## config.mk

```make
export PLATFORM = sky130hd
export DESIGN_NAME = mac_frame
export DESIGN_NICKNAME = d
export VERILOG_FILES = /design/src/rtl/mac_frame.sv
export SDC_FILE = /design/constraint.sdc
export NUM_CORES = 1
export LEC_CHECK = 0
export BUFFER_PORTS_ARGS = -buffer_cell sky130_fd_sc_hd__buf_2
export CAP_MARGIN = 15
export CORE_MARGIN = 10
export CORE_UTILIZATION = 50
export CTS_CLUSTER_DIAMETER = 40
export DETAILED_ROUTE_END_ITERATION = 8
export HOLD_SLACK_MARGIN = 0.06
export PLACE_DENSITY_LB_ADDON = 0.15
export SYNTH_ARGS = -nofsm -noshare
export SYNTH_HDL_FRONTEND = slang
export SYNTH_SLANG_ARGS = --single-unit
```

## constraint.sdc

```tcl
create_clock -name clk -period 8.87 [get_ports clk]
set_input_delay 1.774 -clock clk [delete_from_list [all_inputs] [get_ports clk]]
set_output_delay 1.774 -clock clk [all_outputs]
set_load 0.02 [all_outputs]
```

## src/rtl/mac_frame.sv

```systemverilog
// rtl/mac_frame.sv - framed multiply-accumulate engine with saturating accumulator
// Two-stage pipeline (product, then add) with valid/ready handshakes on both sides.
module mac_frame #(
    parameter int DATA_WIDTH = 8,
    parameter int ACC_WIDTH  = 2*DATA_WIDTH+8,
    parameter int LEN_WIDTH  = 8
) (
    input  logic                  clk,
    input  logic                  a_reset,
    input  logic                  signed_mode,
    input  logic [LEN_WIDTH-1:0]  frame_len,
    input  logic                  in_valid,
    output logic                  in_ready,
    input  logic [DATA_WIDTH-1:0] op_a,
    input  logic [DATA_WIDTH-1:0] op_b,
    output logic                  out_valid,
    input  logic                  out_ready,
    output logic [ACC_WIDTH-1:0]  result,
    output logic                  overflow
);
    localparam int PW = 2*DATA_WIDTH;

    typedef enum logic [1:0] {S_IDLE, S_ACCUM, S_DRAIN, S_HOLD} state_t;

    state_t               state_q, state_d;
    logic [LEN_WIDTH-1:0] cnt_q, cnt_d;
    logic [LEN_WIDTH-1:0] len_q, len_d;
    logic                 mode_q, mode_d;
    logic [PW-1:0]        prod_q, prod_d;
    logic                 prod_vld_q, prod_vld_d;
    logic [ACC_WIDTH-1:0] acc_q, acc_d;
    logic                 ovf_q, ovf_d;

    logic                 accept;
    logic                 cur_mode;
    logic [LEN_WIDTH-1:0] eff_len;
    logic [LEN_WIDTH-1:0] cnt_inc;
    logic [PW-1:0]        a_ext, b_ext;
    logic [ACC_WIDTH:0]   p_ext, acc_ext, sum;
    logic [ACC_WIDTH-1:0] sat_val;
    logic                 sat_hit;

    // Stage 1: operands use the live mode on a frame's first beat, the latched mode afterwards.
    always_comb begin
        in_ready = ~a_reset & ((state_q == S_IDLE) | (state_q == S_ACCUM));
        accept   = in_valid & in_ready;
        cur_mode = (state_q == S_IDLE) ? signed_mode : mode_q;
        eff_len  = (frame_len == '0) ? LEN_WIDTH'(1) : frame_len;
        cnt_inc  = cnt_q + 1'b1;
        a_ext    = {{DATA_WIDTH{cur_mode & op_a[DATA_WIDTH-1]}}, op_a};
        b_ext    = {{DATA_WIDTH{cur_mode & op_b[DATA_WIDTH-1]}}, op_b};
    end

    // Stage 2: one guard bit above the accumulator detects wrap in either mode.
    always_comb begin
        p_ext   = {{(ACC_WIDTH+1-PW){mode_q & prod_q[PW-1]}}, prod_q};
        acc_ext = {mode_q & acc_q[ACC_WIDTH-1], acc_q};
        sum     = p_ext + acc_ext;
        sat_hit = 1'b0;
        sat_val = sum[ACC_WIDTH-1:0];
        if (mode_q) begin
            if (sum[ACC_WIDTH] != sum[ACC_WIDTH-1]) begin
                sat_hit = 1'b1;
                sat_val = sum[ACC_WIDTH] ? {1'b1, {(ACC_WIDTH-1){1'b0}}}
                                         : {1'b0, {(ACC_WIDTH-1){1'b1}}};
            end
        end else if (sum[ACC_WIDTH]) begin
            sat_hit = 1'b1;
            sat_val = '1;
        end
    end

    always_comb begin
        state_d    = state_q;
        cnt_d      = cnt_q;
        len_d      = len_q;
        mode_d     = mode_q;
        acc_d      = acc_q;
        ovf_d      = ovf_q;
        prod_d     = accept ? PW'(a_ext * b_ext) : prod_q;
        prod_vld_d = accept;
        out_valid  = (state_q == S_HOLD);

        if (prod_vld_q) begin
            acc_d = sat_val;
            ovf_d = ovf_q | sat_hit;
        end

        case (state_q)
            S_IDLE: begin
                if (accept) begin
                    mode_d  = signed_mode;
                    len_d   = eff_len;
                    cnt_d   = LEN_WIDTH'(1);
                    state_d = (eff_len == LEN_WIDTH'(1)) ? S_DRAIN : S_ACCUM;
                end
            end
            S_ACCUM: begin
                if (accept) begin
                    cnt_d = cnt_inc;
                    if (cnt_inc == len_q) state_d = S_DRAIN;
                end
            end
            S_DRAIN: begin
                // The last product is in the adder while prod_vld_q is high.
                if (!prod_vld_q) state_d = S_HOLD;
            end
            S_HOLD: begin
                if (out_ready) begin
                    acc_d   = '0;
                    ovf_d   = 1'b0;
                    cnt_d   = '0;
                    state_d = S_IDLE;
                end
            end
            default: state_d = S_IDLE;
        endcase
    end

    always_ff @(posedge clk) begin
        if (a_reset) begin
            state_q    <= S_IDLE;
            cnt_q      <= '0;
            len_q      <= '0;
            mode_q     <= 1'b0;
            prod_q     <= '0;
            prod_vld_q <= 1'b0;
            acc_q      <= '0;
            ovf_q      <= 1'b0;
        end else begin
            state_q    <= state_d;
            cnt_q      <= cnt_d;
            len_q      <= len_d;
            mode_q     <= mode_d;
            prod_q     <= prod_d;
            prod_vld_q <= prod_vld_d;
            acc_q      <= acc_d;
            ovf_q      <= ovf_d;
        end
    end

    assign result   = acc_q;
    assign overflow = ovf_q;

endmodule

```

==> results.sh <==
export IMPL_placement_io_buffers=55
export IMPL_syn_cell_area_um2=6630
export IMPL_final_design_area_no_fill_um2=7300
export IMPL_critPathLaunchType="input pin"
export IMPL_design_final_nets=978
export IMPL_grt_pass1_vias=5589
export IMPL_maximum_number_of_pins_on_one_net_before_global_route_repair=38
export IMPL_pwr_density_cell_nw_per_um2=249
export IMPL_syn2layout_area_growth_pct=10.0
export IMPL_fmax_mhz=146
export IMPL_most_common_layout_cells="96 x inv_1, 81 x nand2_1, 64 x fa_1, 64 x ha_1, 61 x dfxtp_1"
export IMPL_synth_top_cells_by_area="fa_1 19%, dfxtp_1 18%, ha_1 12%"
export IMPL_cts_path_max_buffers=2
export IMPL_post_synth_and_or_nand_nor_area_fraction=0.182
export IMPL_count_of_mapped_cells_out_of_synthesis=780
export IMPL_hold_violations=0
export IMPL_synth_fa_ha_area_frac=0.314
export IMPL_report_final_slew_viol_count=0
export IMPL_outcome="complete, no violations"
export IMPL_finalWorstPathRequiredPeriod_ns=6.84
export IMPL_worst_skew_pair_late_latency_ns=0.33
export IMPL_relative_slew_slack=0.282
export IMPL_n_antenna_cell=0
export IMPL_gp_routability_congestion=0.880
export IMPL_synth_xor_area_frac=0.0687
export IMPL_vias=5495
export IMPL_setup_total_negative_slack_ns=0
export IMPL_avgSynthCellArea_um2=8.50
export IMPL_seqCellArea_um2=1220
export IMPL_synthMuxAreaShare=0.00924
export IMPL_postRouteWirelength_um=15100
export IMPL_synth_top_family_by_area="adder cells"
export IMPL_core_um2=13100
export IMPL_timing_critical_path_required_ns=9.05
export IMPL_cts_tree="done"
export IMPL_initial_utilization=0.505
export IMPL_drtAntennaViolNets=0
export IMPL_detail_route_iter0_violations=381
export IMPL_chipWidth_um=135
export IMPL_mostFrequentLayoutCell="inv_1"
export IMPL_drc=0
export IMPL_cts_hold_buffers_added=0
export IMPL_grt_overflow_total=0
export IMPL_number_of_antenna_violations_at_the_first_check_in_global_routing=0
export IMPL_cts_resized=0
export IMPL_placedInstanceArea_um2=7020
export IMPL_grt_first_pass_wirelength_um=26100
export IMPL_grt_usage=0.171
export IMPL_filler_cell_count=1229
export IMPL_rows=42
export IMPL_top_level_ports=56
export IMPL_cts_root_buffer="clkbuf_16"
export IMPL_total_clock_buffers_created_by_cts=9
export IMPL_clock_sinks=61
export IMPL_ys_async_rst_share=0
export IMPL_worst_slew_pin_transition_ns=1.07
export IMPL_data_arrival_time_of_the_critical_path_ns=7.02
export IMPL_yosys_warnings=0
export IMPL_synth_flop_cell="dfxtp_1"
export IMPL_r2r_start="state_q[0]$_SDFFE_PP0P_"
export IMPL_critPathLaunch="signed_mode"
export IMPL_h_tree_depth=3
export IMPL_kind_of_path_behind_the_tightest_hold_check="reg -> reg"
export IMPL_die_area_um2=18300
export IMPL_post_synth_top_area_cell="fa_1"
export IMPL_seq_area_frac_synth=0.184
export IMPL_die_y_um=135
export IMPL_synth_fp_nets=937
export IMPL_layout_drive_gt1_share=0.109
export IMPL_biggest_fanout_along_the_worst_timing_path=8
export IMPL_finalClockSkew_ns=0.00457
export IMPL_criticalPathCategory="in -> reg"
export IMPL_synth_seq_cells=61
export IMPL_worst_hold_startpoint="overflow$_SDFF_PP0_"
export IMPL_unrepaired_setup_endpoints_after_global_routing="no"
export IMPL_dr_pass1_iters=5
export IMPL_synth_compound_area_share=0.169
export IMPL_clkTransAtPathRegs_ns=0.05
export IMPL_period_share=0.771
export IMPL_post_dp_hpwl_um=12200
export IMPL_max_cap_viol_count=0
export IMPL_report_final_setup_viol=0
export IMPL_post_cts_setup_buffers=0
export IMPL_vias_per_cell=5.49
export IMPL_netlist_area_leader_share=0.193
export IMPL_netlist_cell_type_count=55
export IMPL_leakage_nw=3.51
export IMPL_multiInputGateArea_um2=4930
export IMPL_endpoint_kind="flop"
export IMPL_synth_enable_flop_cells=0
export IMPL_drt_wirelength_per_cell_um=15.1
export IMPL_ir_drop_v=0.000238
[worst paths after layout]
| check | endpoint | slack, ns | cells past startpoint |
|---|---|---|---|
| worst max-delay path | prod_q[15]$_SDFFE_PP0P_ | 2.03 | 21 |
| worst min-delay path | overflow$_SDFF_PP0_ | 0.43 | 2 |
| worst max register to register | prod_q[15]$_SDFFE_PP0P_ | 2.54 | 22 |
| worst min register to register | overflow$_SDFF_PP0_ | 0.43 | 2 |
[kinds of logic after synthesis]
| group | count (synthesis) |
|---|---|
| AO/OA/AOI/OAI | 170 |
| multiplexers | 6 |
| XOR/XNOR | 52 |
| adder cells (fa/ha/maj) | 128 |
| flip-flops | 61 |
| buffers and inverters | 123 |
| AND/OR/NAND/NOR | 240 |
[layer usage]
layer	up-vias	wire, µm	GRT usage
met5	-	0	0
li1	2691	-	-
met2	133	7350	0.290
met3	31	719	0.0249
met1	2640	6710	0.213
met4	0	361	0.0658
[worst max-delay path, stage by stage]
cell and delay (ns):
buf_2 0.09, mux2_2 0.23, nand2_1 0.21, or2_2 0.35, fa_1 0.51, fa_1 0.55, inv_1 0.05, fa_1 0.50
fa_1 0.54, inv_1 0.05, fa_1 0.52, inv_1 0.04, ha_1 0.32, a21oi_1 0.21, o21bai_1 0.09, a21oi_1 0.23
o21ai_0 0.18, a21o_1 0.21, a21oi_1 0.16, xnor2_1 0.12, o21ai_0 0.07
[power breakdown]
part / switching, mW / internal, mW
sequential: 0.0455 / 0.326
clock: 0.117 / 0.210
combinational: 0.623 / 0.499
[state kept, by name, indices dropped and copies added (netlist names)]
signal	flops
prod_q	16
prod_vld_q	1
result	24
len_q	8
overflow	1
state_q	2
mode_q	1
cnt_q	8
[per-stage QoR]
stage,std cells,hold WS [ns],util,worst slack (ns),power [mW]
2_1_floorplan,780,0.436,-,2.04,1.29
4_1_cts,1001,0.438,0.556,2.01,1.85
6_report,1001,0.432,0.556,2.03,1.82
3_5_place_dp,986,0.431,0.534,1.67,1.51
3_3_place_gp,986,0.425,0.534,1.76,1.48
5_1_grt,1001,0.485,0.556,1.72,2.03
[layout make-up]
class / instances / share of cell area
sequential: 61 / 0.167
inverter: 96 / 0.0494
multi-input combinational: 596 / 0.675
timing repair buffer: 57 / 0.0398
clock inverter: 1 / 0.000686
clock buffer: 14 / 0.0375
tap: 176 / 0.0302
[Yosys cell counts, drive strengths merged, types with 9 or more instances]
cell type and instances:
dfxtp 61, xnor2 39, nand2 81, and2 46, a211oi 9, xor2 13, a21oi 56, clkbuf 21
nand3 20, a21o 15, inv 96, ha 64, o21ai 46, fa 64, nor2 37, nand3b 18
No activity file was read; power rests on OpenSTA's default activity.
